===== src/rtl/mem_stage_pkg.sv =====
// mem_stage_pkg: shared widths, size/control encodings, FSM states and lane helpers for the MEM stage
package mem_stage_pkg;
  localparam int P_WIDTH        = 64;
  localparam int P_ADDR         = 5;
  localparam int P_WB_CTRL_SIZE = 5;
  localparam logic [1:0] SZ_BYTE  = 2'b00;
  localparam logic [1:0] SZ_HALF  = 2'b01;
  localparam logic [1:0] SZ_WORD  = 2'b10;
  localparam logic [1:0] SZ_DWORD = 2'b11;
  localparam int CTRL_STORE    = 4;
  localparam int CTRL_LOAD     = 3;
  localparam int CTRL_JUMP     = 2;
  localparam int CTRL_REGWRITE = 1;
  localparam int CTRL_MEMTOREG = 0;
  typedef enum logic {S_IDLE = 1'b0, S_WAIT = 1'b1} state_t;
  function automatic logic [7:0] f_size_mask(input logic [1:0] size);
    return size == SZ_BYTE ? 8'h01 : size == SZ_HALF ? 8'h03 : size == SZ_WORD ? 8'h0F : 8'hFF;
  endfunction
  function automatic logic f_aligned(input logic [1:0] size, input logic [2:0] off);
    return size == SZ_BYTE ? 1'b1 : size == SZ_HALF ? !off[0] :
           size == SZ_WORD ? off[1:0] == 2'b00 : off == 3'b000;
  endfunction
endpackage


===== src/rtl/mem_load_align.sv =====
// mem_load_align: extracts the addressed lane from a read doubleword and sign/zero extends it
module mem_load_align
  import mem_stage_pkg::*;
(
  input  logic [63:0] i_rdata,
  input  logic [2:0]  i_offset,
  input  logic [1:0]  i_size,
  input  logic        i_unsigned,
  output logic [63:0] o_data
);
  logic [63:0] w_sh;
  logic        w_sx;
  // shift the addressed byte down to lane 0, then extend to the access size
  always_comb begin
    w_sh   = i_rdata >> {i_offset, 3'b000};
    w_sx   = !i_unsigned;
    o_data = i_size == SZ_BYTE ? {{56{w_sx & w_sh[7]}},  w_sh[7:0]}  :
             i_size == SZ_HALF ? {{48{w_sx & w_sh[15]}}, w_sh[15:0]} :
             i_size == SZ_WORD ? {{32{w_sx & w_sh[31]}}, w_sh[31:0]} : w_sh;
  end
endmodule


===== src/rtl/mem_stage.sv =====
// mem_stage: MIPS64 memory stage with req/ack data-memory handshake and MEM/WB pipeline register
module mem_stage
  import mem_stage_pkg::*;
#(
  parameter int WIDTH        = P_WIDTH,
  parameter int ADDR         = P_ADDR,
  parameter int WB_CTRL_SIZE = P_WB_CTRL_SIZE
) (
  input  logic                    p_Clk,
  input  logic                    p_Rst_n,
  input  logic                    p_MEM_Valid,
  input  logic [WIDTH-1:0]        p_MEM_ALUResult,
  input  logic [WIDTH-1:0]        p_MEM_StoreData,
  input  logic [ADDR-1:0]         p_MEM_RegDestIN,
  input  logic [WIDTH-1:0]        p_MEM_PC_4,
  input  logic [WB_CTRL_SIZE-1:0] p_MEM_Ctrl_Bus,
  input  logic [1:0]              p_MEM_Size,
  input  logic                    p_MEM_Unsigned,
  output logic                    p_MEM_Stall,
  output logic                    p_DMem_Req,
  output logic                    p_DMem_We,
  output logic [WIDTH-1:0]        p_DMem_Addr,
  output logic [WIDTH-1:0]        p_DMem_WData,
  output logic [7:0]              p_DMem_ByteEn,
  input  logic                    p_DMem_Ack,
  input  logic [WIDTH-1:0]        p_DMem_RData,
  output logic                    p_WB_Valid,
  output logic [WIDTH-1:0]        p_WB_MemData,
  output logic [WIDTH-1:0]        p_WB_ALUResult,
  output logic [ADDR-1:0]         p_WB_RegDestIN,
  output logic [WIDTH-1:0]        p_WB_PC_4,
  output logic [WB_CTRL_SIZE-1:0] p_WB_Ctrl_Bus,
  output logic                    p_MEM_AlignErr
);
  state_t                  r_state;
  logic [1:0]              r_size;
  logic                    r_unsigned;
  logic [2:0]              r_off;
  logic                    w_idle, w_memop, w_aligned, w_issue, w_misal, w_done, w_bubble;
  logic [WIDTH-1:0]        w_wdata, w_load;
  logic [7:0]              w_byteen;
  logic [WB_CTRL_SIZE-1:0] w_ctrl_fix;
  mem_load_align u_align (
    .i_rdata   (p_DMem_RData),
    .i_offset  (r_off),
    .i_size    (r_size),
    .i_unsigned(r_unsigned),
    .o_data    (w_load)
  );
  // classify the presented instruction and steer store data into its byte lanes
  always_comb begin
    w_idle     = r_state == S_IDLE;
    w_memop    = p_MEM_Valid && (p_MEM_Ctrl_Bus[CTRL_STORE] || p_MEM_Ctrl_Bus[CTRL_LOAD]);
    w_aligned  = f_aligned(p_MEM_Size, p_MEM_ALUResult[2:0]);
    w_issue    = w_idle && w_memop && w_aligned;
    w_misal    = w_idle && w_memop && !w_aligned;
    w_done     = !w_idle && p_DMem_Ack;
    w_bubble   = w_issue || (!w_idle && !p_DMem_Ack);
    w_wdata    = p_MEM_Size == SZ_BYTE ? {8{p_MEM_StoreData[7:0]}}  :
                 p_MEM_Size == SZ_HALF ? {4{p_MEM_StoreData[15:0]}} :
                 p_MEM_Size == SZ_WORD ? {2{p_MEM_StoreData[31:0]}} : p_MEM_StoreData;
    w_byteen   = f_size_mask(p_MEM_Size) << p_MEM_ALUResult[2:0];
    w_ctrl_fix = p_MEM_Ctrl_Bus;
    w_ctrl_fix[CTRL_REGWRITE] = 1'b0;
  end
  // stall is forced low while reset is held so upstream never freezes on a dead request
  assign p_MEM_Stall = p_Rst_n && w_bubble;
  assign p_DMem_Req  = r_state == S_WAIT;
  // request FSM: capture an aligned op in IDLE, hold it stable in WAIT until ack
  always_ff @(posedge p_Clk or negedge p_Rst_n) begin
    if (!p_Rst_n) begin
      r_state       <= S_IDLE;
      p_DMem_We     <= 1'b0;
      p_DMem_Addr   <= '0;
      p_DMem_WData  <= '0;
      p_DMem_ByteEn <= '0;
      r_size        <= SZ_BYTE;
      r_unsigned    <= 1'b0;
      r_off         <= '0;
    end else if (w_issue) begin
      r_state       <= S_WAIT;
      p_DMem_We     <= p_MEM_Ctrl_Bus[CTRL_STORE];
      p_DMem_Addr   <= {p_MEM_ALUResult[WIDTH-1:3], 3'b000};
      p_DMem_WData  <= w_wdata;
      p_DMem_ByteEn <= w_byteen;
      r_size        <= p_MEM_Size;
      r_unsigned    <= p_MEM_Unsigned;
      r_off         <= p_MEM_ALUResult[2:0];
    end else if (w_done) begin
      r_state       <= S_IDLE;
    end
  end
  // MEM/WB register: bubble while a request is pending, otherwise the presented instruction
  always_ff @(posedge p_Clk or negedge p_Rst_n) begin
    if (!p_Rst_n) begin
      p_WB_Valid     <= 1'b0;
      p_WB_MemData   <= '0;
      p_WB_ALUResult <= '0;
      p_WB_RegDestIN <= '0;
      p_WB_PC_4      <= '0;
      p_WB_Ctrl_Bus  <= '0;
      p_MEM_AlignErr <= 1'b0;
    end else if (w_bubble) begin
      p_WB_Valid     <= 1'b0;
      p_WB_MemData   <= '0;
      p_WB_Ctrl_Bus  <= '0;
      p_MEM_AlignErr <= 1'b0;
    end else begin
      p_WB_Valid     <= w_idle ? p_MEM_Valid : 1'b1;
      p_WB_MemData   <= (w_done && !p_DMem_We) ? w_load : '0;
      p_WB_ALUResult <= p_MEM_ALUResult;
      p_WB_RegDestIN <= p_MEM_RegDestIN;
      p_WB_PC_4      <= p_MEM_PC_4;
      p_WB_Ctrl_Bus  <= w_misal ? w_ctrl_fix : p_MEM_Ctrl_Bus;
      p_MEM_AlignErr <= w_misal;
    end
  end
endmodule

===== config.mk =====
export PLATFORM = sky130hd
export DESIGN_NAME = mem_stage
export DESIGN_NICKNAME = d
export VERILOG_FILES = /design/src/rtl/mem_stage_pkg.sv /design/src/rtl/mem_load_align.sv /design/src/rtl/mem_stage.sv
export SDC_FILE = /design/constraint.sdc
export NUM_CORES = 1
export LEC_CHECK = 0
export CAP_MARGIN = 20
export CELL_PAD_IN_SITES_DETAIL_PLACEMENT = 1
export CELL_PAD_IN_SITES_GLOBAL_PLACEMENT = 1
export CORE_MARGIN = 10
export CORE_UTILIZATION = 35
export DETAILED_ROUTE_END_ITERATION = 6
export GPL_TIMING_DRIVEN = 0
export PLACE_DENSITY = 0.8
export SYNTH_ARGS = -nofsm -noshare
export SYNTH_HDL_FRONTEND = slang
export SYNTH_HIERARCHICAL = 1
export SYNTH_SLANG_ARGS = --single-unit

===== constraint.sdc =====
create_clock -name p_Clk -period 2.65 [get_ports p_Clk]
set_input_delay 0.3975 -clock p_Clk [delete_from_list [all_inputs] [get_ports p_Clk]]
set_output_delay 0.3975 -clock p_Clk [all_outputs]
set_load 0.005 [all_outputs]

==> metrics.csv <==
stage,metric,value,unit
setup_path,Crit. End Element,primary output,
global_route,antenna violations before repair,12,
run_status,failing checks,hold timing,
detailed_routing,Pre-antenna DRT Iters,5,
setup_path,Worst R2R End,p_WB_MemData[9],
detailed_routing,met2 routed WL,37100,um
timing,fmax,389,MHz
detailed_routing,final wirelength,74000,um
run,MaxCap Viol Count,0,
hold_path,worst min path class,primary input to asynchronous set/reset pin,
timing,final setup violation count,0,
detailed_routing,DR vias,13767,
finish,share of cells above drive strength 1,0.233,
global_route,largest net degree at the start of global routing,118,
setup_path,R2R depth,8,
cts,htree depth,2,
die,die width,237,um
timing,Final Hold Vio Count,82,
detailed_routing,initial DRC count,748,
die,die area,56300,um^2
die,Site Rows,79,
die,Initial Util,0.354,
global_route,Tot GR Track Use,0.253,
detailed_routing,DRC viols,0,
cts,CTS tree,done,
run_status,status,finished with violations,
cts,CTS Root Cell,clkbuf_16,
setup_path,Worst Path Required,2.25,ns
synthesis,top post-synthesis cells by area,"dfrtp_1 52%, mux2_2 14%, mux2i_1 6.5%, mux4_2 4.0%, o21ai_0 3.5%",
synthesis,Ys Warns,6,
place,IO Port Bufs,611,
synthesis,Post-synth EDFFs,0,
synthesis,largest area contributor in the netlist,dfrtp_1,
cts,hold-fix buffers at CTS,3,
timing,worst slew pin tran,0.953,ns
setup_path,CP Class,primary input to primary output,
timing,RSZ-0062 raised after global routing,no,
setup_path,worst path arrival time,2.17,ns
setup_path,r2r startpoint,r_off[0],
setup_path,CP Launch Type,primary input,
synthesis,post-synth cell types,56,
timing,Layout Skew,0.0279,ns
cts,clk_lat worst skew,0.58,ns
place,Post-Place Cell Area,23500,um^2
timing,"Slew Viols, Final",0,
timing,worst hold margin,-0.155,ns
setup_path,worst-path maximum fanout,10,
place,Placer Congestion,0.934,
place,Final HPWL DP,56900,um
power_and_ir_drop,P_leak,10.5,nW
synthesis,synth cell count leaders,"345 x dfrtp_1, 210 x mux2_2, 115 x o21ai_0",
die,Core ar.,46700,um^2
power_and_ir_drop,Pwr Total,20.3,mW
die,die span in y,237,um
finish,layout overhead on the synthesized area,52.1,%
cts,CTS buffer count,42,
cts,CTS max path bufs,3,
global_route,first-pass GRT wire length,107000,um
cts,clk sinks,345,
setup_path,reg2reg setup slack,0.16,ns
synthesis,asr flop ratio synth,1.00,
detailed_routing,wire length on met3,6590,um
synthesis,"Top FF cell, synth",dfrtp_1,
detailed_routing,via/cell ratio,5.37,
cts,clock slew at reported path FFs,0.05,ns
die,I/O Pins,616,
finish,final cell area excluding filler cells,25100,um^2
synthesis,register bit total from synthesis,345,
power_and_ir_drop,Peak VDD IR,0.484,mV
synthesis,mapped cell area,16500,um^2
global_route,vias in the first global route,15354,
timing,period utilization,0.970,
global_route,grt total ovfl,0,
finish,fillers,4852,
synthesis,most common cell in the netlist,dfrtp_1,
finish,Layout Nets,2195,
power_and_ir_drop,pwr/cell area,807,nW/um^2
timing,relative slew slack,0.362,
synthesis,Synth Instances,1255,
detailed_routing,wire per inst,28.9,um
detailed_routing,top sig layer,met5,
synthesis,post-synth top area share,0.523,
synthesis,synthesized area per cell,13.2,um^2
detailed_routing,"antenna viol nets, final",0,
synthesis,sequential cell area fraction in the yosys report,0.523,
detailed_routing,metal1 wirelength,27200,um
timing,Period minus WS final,2.57,ns
-- kinds of logic (layout without fill, tap and decap cells) --
logic type	Yosys count	count (layout)	share of synthesized area
multiplexers	374	374	0.273
flip-flops	345	345	0.523
AND/OR/NAND/NOR	167	167	0.0550
other	1	5	0.000227
AO/OA/AOI/OAI	253	253	0.108
buffers and inverters	115	812	0.0409
-- power breakdown --
group	switching (mW)	total (mW)	internal [mW]
logic	3.41	7.32	3.91
clock network	2.40	6.18	3.78
registers	0.584	6.79	6.20
-- timing repair --
| item | 4_1_cts | 5_1_grt |
|---|---|---|
| resized for setup | 8 | 0 |
| cloned | 1 | 0 |
| endpoints found under the hold margin | 54 | 82 |
| endpoints found under the setup margin | 51 | 1 |
| pin swaps | 1 | 0 |
| setup buffers | 4 | 0 |
-- flip-flops by register name, summed over array words and instances (netlist names) --
register,flops
p_WB_PC_4,64
p_WB_Ctrl_Bus,5
p_WB_MemData,64
r_size,2
p_WB_ALUResult,64
p_DMem_ByteEn,8
r_off,3
p_MEM_AlignErr,1
p_WB_RegDestIN,5
p_DMem_Addr,61
p_DMem_WData,64
r_unsigned,1
p_DMem_We,1
p_DMem_Req,1
p_WB_Valid,1
-- critical path: stages --
cell and delay (ns):
clkdlybuf4s50_1 0.51, buf_4 0.23, a21oi_2 0.10, nor2_2 0.24
o21ai_4 0.13, buf_8 0.16, and2_1 0.14, dlygate4sd2_1 0.27
-- how the worst max path moves through the flow --
stage                  startpoint            endpoint  slack [ns]
5_1_grt        p_MEM_ALUResult[0]         p_MEM_Stall       0.002
3_3_place_gp              p_Rst_n     p_DMem_Addr[11]      -14.02
2_1_floorplan       p_MEM_Size[0]  p_WB_ALUResult[10]        0.71
4_1_cts        p_MEM_ALUResult[0]         p_MEM_Stall        0.07
3_5_place_dp          p_MEM_Valid         p_MEM_Stall       -0.76
6_report       p_MEM_ALUResult[0]         p_MEM_Stall        0.08
-- placed cells by master, fill, tap and decap left out, types with 17 or more instances in the layout --
cell type / count
dfrtp_1: 345
clkdlybuf4s50_1: 609
nand2_1: 49
buf_2: 34
a22oi_1: 26
o22ai_2: 30
clkbuf_16: 43
mux4_2: 29
o22ai_1: 17
mux2_4: 28
a21oi_1: 17
and2_1: 65
mux2i_1: 107
mux2_2: 210
o21ai_0: 115
clkbuf_1: 51
-- metal layers --
metal / track usage / vias up
met2: 0.439 / 618
met4: 0.0959 / 20
met5: 0 / -
li1: - / 5903
met1: 0.280 / 7052
met3: 0.0919 / 174
-- per-stage QoR --
stage	cells	utilization	TNS (ns)	hold WS (ns)	worst slack, ns
5_1_grt	2562	0.539	0	-0.130	0.00157
6_report	2563	0.539	0	-0.155	0.0786
3_3_place_gp	2475	0.502	-4873.78	0.465	-14.02
3_5_place_dp	2478	0.504	-49.82	0.332	-0.763
4_1_cts	2562	0.539	0	-0.126	0.0711
2_1_floorplan	1257	-	0	0.102	0.710
-- layout make-up --
class / count / area, um^2 / area share
diodes: 2 / 5.00 / 0.000199
plain buffers: 110 / 669 / 0.0266
clock buffers: 63 / 1260 / 0.0502
clock inverters: 13 / 213 / 0.00846
inverters: 4 / 15.0 / 0.000598
multi-input cells: 797 / 7240 / 0.288
flip-flops and latches: 345 / 8630 / 0.344
well taps: 607 / 759 / 0.0302
repair buffers: 622 / 6330 / 0.252
Note: power is estimated with default switching activity, not from simulation.
